--- config.mk ---
export PLATFORM = sky130hd
export DESIGN_NAME = round_sequencer
export DESIGN_NICKNAME = d
export VERILOG_FILES = /design/src/rtl/round_sequencer.sv
export SDC_FILE = /design/constraint.sdc
export NUM_CORES = 1
export LEC_CHECK = 0
export BUFFER_PORTS_ARGS = -buffer_cell sky130_fd_sc_hd__buf_2
export CORE_MARGIN = 10
export CORE_UTILIZATION = 30
export CTS_CLUSTER_SIZE = 14
export DETAILED_ROUTE_END_ITERATION = 7
export GPL_TIMING_DRIVEN = 0
export PLACE_DENSITY_LB_ADDON = 0.2
export RECOVER_POWER = 100
export SKIP_CTS_REPAIR_TIMING = 1
export SLEW_MARGIN = 20
export SYNTH_ARGS = -nofsm -noshare
export SYNTH_HDL_FRONTEND = slang
export SYNTH_SLANG_ARGS = --single-unit
--- constraint.sdc ---
create_clock -name clk -period 2.24 [get_ports clk]
set_clock_uncertainty 0.2 [all_clocks]
set_input_delay 0.448 -clock clk [delete_from_list [all_inputs] [get_ports clk]]
set_output_delay 0.448 -clock clk [all_outputs]
set_load 0.1 [all_outputs]
--- src/rtl/round_sequencer.sv ---
// Pong rally controller: serve/play/point/game-over sequencing, goal detection, score keeping.
// Every output is registered (one-cycle latency from inputs); there is no backpressure, and frame_tick paces SERVE and POINT.
module round_sequencer #(
  parameter int SERVE_FRAMES = 60,
  parameter int POINT_FRAMES = 30,
  parameter int WIN_SCORE    = 9,
  parameter int LEFT_GOAL    = 10,
  parameter int RIGHT_GOAL   = 630
) (
  input  logic       clk,
  input  logic       reset,
  input  logic       frame_tick,
  input  logic       start_button,
  input  logic       clear_scores,
  input  logic [9:0] ball_x_pos,
  output logic       round_reset,
  output logic       play_enable,
  output logic [3:0] left_score,
  output logic [3:0] right_score,
  output logic       point_pulse,
  output logic       left_wins,
  output logic       right_wins,
  output logic [2:0] state_out
);

  typedef enum logic [2:0] {
    IDLE      = 3'd0,
    SERVE     = 3'd1,
    PLAY      = 3'd2,
    POINT     = 3'd3,
    GAME_OVER = 3'd4
  } state_t;

  localparam logic [7:0] SERVE_LAST = 8'(SERVE_FRAMES - 1);
  localparam logic [7:0] POINT_LAST = 8'(POINT_FRAMES - 1);
  localparam logic [3:0] WIN        = 4'(WIN_SCORE);
  localparam logic [9:0] LEFT_X     = 10'(LEFT_GOAL);
  localparam logic [9:0] RIGHT_X    = 10'(RIGHT_GOAL);

  state_t     state, state_nxt;
  logic [7:0] frame_cnt, frame_cnt_nxt;
  logic [3:0] left_score_nxt, right_score_nxt;
  logic       left_wins_nxt, right_wins_nxt;
  logic       point_pulse_nxt;
  logic       round_reset_nxt, play_enable_nxt;

  logic       ball_in_left_goal, ball_in_right_goal;
  logic [3:0] left_inc, right_inc;

  assign ball_in_left_goal  = (ball_x_pos <= LEFT_X);
  assign ball_in_right_goal = (ball_x_pos >= RIGHT_X);
  assign left_inc           = left_score + 4'd1;
  assign right_inc          = right_score + 4'd1;
  assign state_out          = state;

  always_ff @(posedge clk) begin
    if (reset) begin
      state       <= IDLE;
      frame_cnt   <= 8'd0;
      left_score  <= 4'd0;
      right_score <= 4'd0;
      left_wins   <= 1'b0;
      right_wins  <= 1'b0;
      point_pulse <= 1'b0;
      round_reset <= 1'b1;
      play_enable <= 1'b0;
    end else begin
      state       <= state_nxt;
      frame_cnt   <= frame_cnt_nxt;
      left_score  <= left_score_nxt;
      right_score <= right_score_nxt;
      left_wins   <= left_wins_nxt;
      right_wins  <= right_wins_nxt;
      point_pulse <= point_pulse_nxt;
      round_reset <= round_reset_nxt;
      play_enable <= play_enable_nxt;
    end
  end

  always_comb begin
    state_nxt       = state;
    frame_cnt_nxt   = frame_cnt;
    left_score_nxt  = left_score;
    right_score_nxt = right_score;
    left_wins_nxt   = left_wins;
    right_wins_nxt  = right_wins;
    point_pulse_nxt = 1'b0;

    if (clear_scores) begin
      state_nxt       = IDLE;
      frame_cnt_nxt   = 8'd0;
      left_score_nxt  = 4'd0;
      right_score_nxt = 4'd0;
      left_wins_nxt   = 1'b0;
      right_wins_nxt  = 1'b0;
    end else begin
      case (state)
        IDLE: begin
          if (start_button) begin
            state_nxt     = SERVE;
            frame_cnt_nxt = 8'd0;
          end
        end
        SERVE: begin
          if (frame_tick) begin
            if (frame_cnt == SERVE_LAST) begin
              state_nxt     = PLAY;
              frame_cnt_nxt = 8'd0;
            end else begin
              frame_cnt_nxt = frame_cnt + 8'd1;
            end
          end
        end
        PLAY: begin
          // A ball past the left edge is a point for the right player, and vice versa.
          if (ball_in_left_goal) begin
            right_score_nxt = right_inc;
            point_pulse_nxt = 1'b1;
            frame_cnt_nxt   = 8'd0;
            if (right_inc == WIN) begin
              state_nxt      = GAME_OVER;
              right_wins_nxt = 1'b1;
            end else begin
              state_nxt = POINT;
            end
          end else if (ball_in_right_goal) begin
            left_score_nxt  = left_inc;
            point_pulse_nxt = 1'b1;
            frame_cnt_nxt   = 8'd0;
            if (left_inc == WIN) begin
              state_nxt     = GAME_OVER;
              left_wins_nxt = 1'b1;
            end else begin
              state_nxt = POINT;
            end
          end
        end
        POINT: begin
          if (frame_tick) begin
            if (frame_cnt == POINT_LAST) begin
              state_nxt     = SERVE;
              frame_cnt_nxt = 8'd0;
            end else begin
              frame_cnt_nxt = frame_cnt + 8'd1;
            end
          end
        end
        GAME_OVER: begin
          if (start_button) begin
            state_nxt       = SERVE;
            frame_cnt_nxt   = 8'd0;
            left_score_nxt  = 4'd0;
            right_score_nxt = 4'd0;
            left_wins_nxt   = 1'b0;
            right_wins_nxt  = 1'b0;
          end
        end
        default: begin
          state_nxt     = IDLE;
          frame_cnt_nxt = 8'd0;
        end
      endcase
    end
  end

  // Derived from the next state so the registered outputs line up with state_out.
  always_comb begin
    round_reset_nxt = 1'b1;
    play_enable_nxt = 1'b0;
    case (state_nxt)
      PLAY: begin
        round_reset_nxt = 1'b0;
        play_enable_nxt = 1'b1;
      end
      POINT:   round_reset_nxt = 1'b0;
      default: round_reset_nxt = 1'b1;
    endcase
  end

endmodule
After elaboration in Yosys (flattened, before gate mapping) --
Cells that the tools add are included.
Storage, ports and cells: output and inout port bits 16, bits in registers 24, input bits 15, word-level logic and storage cells 83
Cells by class: reduce and logical (&&, ||, !) cells 11, equal/unequal tests 20, multiplexer cells 37, add/subtract/negate cells 3, magnitude comparators 2, bitwise gates (word level) 1
Operators with widths (number):
- $mux W8 | 7
- $pmux W8 S4 | 1
- $mux W3 | 10
- $mux W4 | 4
- $ne A2 B2 Y1 const B | 8
- $pmux W4 S2 | 2
- $eq A3 B2 Y1 const B | 4
- $pmux W3 S4 | 1
- $reduce_and A4 Y1 | 3
- $ge A10 B10 Y1 const B | 1
- $le A10 B4 Y1 const B | 1
- $mux W1 | 10
- $add A4 B1 Y4 const B | 2
- $add A8 B1 Y8 const B | 1
- $eq A4 B4 Y1 const B | 2
- $eq A8 B5 Y1 const B | 1
- $eq A8 B6 Y1 const B | 1
- $reduce_or A2 Y1 | 3
- $reduce_and A5 Y1 | 1
- $pmux W1 S2 | 2
- $eq A3 B1 Y1 const B | 1
- $eq A3 B3 Y1 const B | 1
- $logic_not A3 Y1 | 1
- $ne A3 B3 Y1 const B | 1
- 5 further kinds | 5

Longest topological paths before layout --
depth after elaboration 10, depth in mapped cells 7, mapped depth without buffers 7

Worst setup path before layout --
Ideal clock, no wire load.
kind register to register, start point register state[1] (netlist: state_out[1]), end point register frame_cnt[1], required time 1.910 ns, data arrival time 2.478 ns, path slack -0.567 ns, path buffers 2, library setup time 0.130 ns, stages on the path, launching flop included 7, period minus slack after synthesis 2.807 ns, cell sequence dfxtp_1 > buf_2 > or3b_1 > clkbuf_1 > o31ai_1 > or2_2 > a21oi_1
On the way: cells in the longest elaborated chain, start to end 4, elaborated cells between the ends (all ways) 12, classes of those cells eq/ne (8); mux (1); reduce/logical (3)
Ends and longest elaborated chain:
- start: declaration | line 40 | state_t state, state_nxt;
- start signal: assignment | line 68 | state <= state_nxt;
- $eq A3 B3 Y1 or $logic_not A3 Y1 (tied branches) | line 97 | case (state)
- $reduce_or A2 Y1 (no source line)
- $ne A2 B1 Y1 (no source line)
- $reduce_and A4 Y1 (no source line)
- end signal: assignment | line 69 | frame_cnt <= frame_cnt_nxt;
- end: declaration | line 41 | logic [7:0] frame_cnt, frame_cnt_nxt;
Parallel ways exist; a longest one is shown, timed or not. A chain may end at the register's enable or synchronous reset.

Worst setup path after layout --
start point input ball_x_pos[4], end point register frame_cnt[7]
On the way: cells in the longest elaborated chain, start to end 3, elaborated cells between the ends (all ways) 6, classes of those cells order compare (2); eq/ne (1); mux (2); reduce/logical (1)
Ends and longest elaborated chain:
- start: declaration | line 15 | input logic [9:0] ball_x_pos,
- $le A10 B4 Y1 or $ge A10 B10 Y1 (tied branches) | line 50, 51
- $ne A3 B3 Y1 (no source line) or $mux W8 (tied branches)
- $reduce_and A4 Y1 (no source line) or $pmux W8 S4 (tied branches)
Parallel ways exist; a longest one is shown, timed or not.

==> run metrics <==
status=completed; DR iter-0 viols=138; Setup crit end=frame_cnt[7]; leading cell types in the layout, fill and taps excluded=dfxtp_1, a21oi_1, clkbuf_2; DR top layer=met4; Rows=24; Pwr Total=0.883 mW; Main synth FF type=dfxtp_1; CTS clk-pin slew, worst paths=0.09 ns; Post-Route WL=3510 um; register-to-register setup slack=0.15 ns; input/output buffers=30; Inst Count DP=246; Die H=88.1 um; Final Hold Viols=0; synthesized net count=185; Slowest-stage cell, CP=or4_4; CP Launch Type=input pin; Fillers=466; Final Max Tran Viols=0; antenna violations before repair=0; vias per std cell=5.16; commonest non-fill, non-tap cell in the layout=dfxtp_1; First-pass DRT Iterations=4; Antenna Nets Post-Route=0; antenna cells=0; max-cap viol count=0; Largest stage delay, worst path=0.57 ns; routed wl met3=201 um; crit-path cells=buf_2 > or4_4 > a211oi_4 > buf_12 > o31ai_4 > or4_1 > a21oi_1; setup TNS=0 ns; PD cells=499 nW/um^2; met2 wire len=1480 um; grt ovf=0; H-tree Lvls=1; crit path from=ball_x_pos[4]; share of cells above drive strength 1=0.295; hold slack=0.289 ns; sequential area share after synthesis=0.345; worst skew pair latency=0.26 ns; synth warn=0; I/O pins=31; async set-reset flop share out of synthesis=0; worst setup path class=in2reg; Initial Utilization=0.315; Layout area overhead=27.1%; Worst slew margin=0.613; register area=490 um^2; Slew @ Worst Pin=0.578 ns; Arr. time, crit path=2.17 ns; routability cong.=0.771; Mapped Area=1390 um^2; vias=1300; multi-input logic area=907 um^2; clock buffer depth=2; die area=7770 um^2; pin count of the biggest net entering global routing=15; total CTS buffers=3; final net count=222; drc violations=0; crit end category=flip-flop; r2r startpoint=frame_cnt[0]; Peak Freq=0.462 GHz; CP required=2.24 ns; Post-Route M1 WL=1800 um; Post-synth EDFFs=0; FF+latch count, synth=24; crit path time final=2.16 ns; leakage power=0.633 nW; fin crit share=0.966; number of global-route vias before repair=1274; r2r worst-path depth=6; post-DP HPWL=2720 um; HP Class=reg2reg; CTS tree=built; final setup fails=0; Syn Inst Count=164; first-pass GRT wire length=5980 um; R2R Path End=frame_cnt[6]; Total GRT Usage=0.0930; Cell variety after synth=46; clock sink count=24; Crit Path Max Fanout=8; VDD IR-drop max=201 uV; Die Width=88.1 um; core area=4410 um^2; final std cells w/o fill=252; Mean Syn Cell Area=8.49 um^2; clk root buf=clkbuf_8; DR WL/cell=13.9 um
## kinds of logic after synthesis
kind of cell	after synthesis	share of synthesized area
AO/OA/AOI/OAI	47	0.256
XOR/XNOR	7	0.0440
adder cells (fa/ha/maj)	6	0.0539
buffers and inverters	10	0.0278
flip-flops	24	0.345
multiplexers	1	0.00719
AND/OR/NAND/NOR	69	0.266
## synth_stat cells, types with 5 or more instances
| cell | count | share of area |
|---|---|---|
| nor2_1 | 15 | 0.040 |
| nand2_1 | 15 | 0.040 |
| o21ai_0 | 5 | 0.018 |
| ha_1 | 6 | 0.054 |
| xor2_1 | 5 | 0.031 |
| inv_1 | 6 | 0.016 |
| a21oi_1 | 17 | 0.061 |
| dfxtp_1 | 24 | 0.35 |
| nor3_1 | 6 | 0.022 |
| nand3_1 | 9 | 0.032 |
## worst min path at each step
stage                 startpoint            to  cells past startpoint
finish                right_wins    right_wins                      2
global route               reset    right_wins                      4
CTS                   right_wins    right_wins                      2
detailed placement    right_wins    right_wins                      2
global placement      right_wins    right_wins                      2
floorplan           frame_cnt[7]  frame_cnt[7]                      2
## routing by layer
layer,track usage,vias up
met1,0.137,587
met3,0.0232,2
met2,0.124,25
met4,0.0342,0
li1,-,686
met5,0,-
## final cells by class
class / instances / area share
sequential: 24 / 0.277
inverter: 6 / 0.0127
clock inverter: 1 / 0.0170
timing repair buffer: 33 / 0.105
tap: 52 / 0.0367
buffer: 3 / 0.0163
multi-input combinational: 130 / 0.512
clock buffer: 3 / 0.0233
## registers in the layout, indices dropped and copies added, names as in the netlist
register	flops
right_score	4
right_wins	1
frame_cnt	8
point_pulse	1
play_enable	1
left_score	4
state_out	3
round_reset	1
left_wins	1
## stage by stage
stage                util  setup slack (ns)  instance area (um^2)
floorplan               -           -0.0180                  1430
global placement    0.372            -0.248                  1640
detailed placement  0.372            -0.259                  1640
CTS                 0.388           -0.0404                  1710
global route        0.401           -0.0306                  1770
finish              0.401            0.0751                  1770
## critical path, delay by kind of cell
family,cells,cell delay (ns)
and+or+nand+nor,2,0.98
buffers and inverters,2,0.26
AOI/OAI and AO/OA,3,0.48
## power by group
group	total [mW]	internal (mW)	switching (mW)
registers	0.431	0.427	0.00349
logic	0.0704	0.0245	0.0459
clock network	0.382	0.239	0.143
No activity file was read; power rests on OpenSTA's default activity.
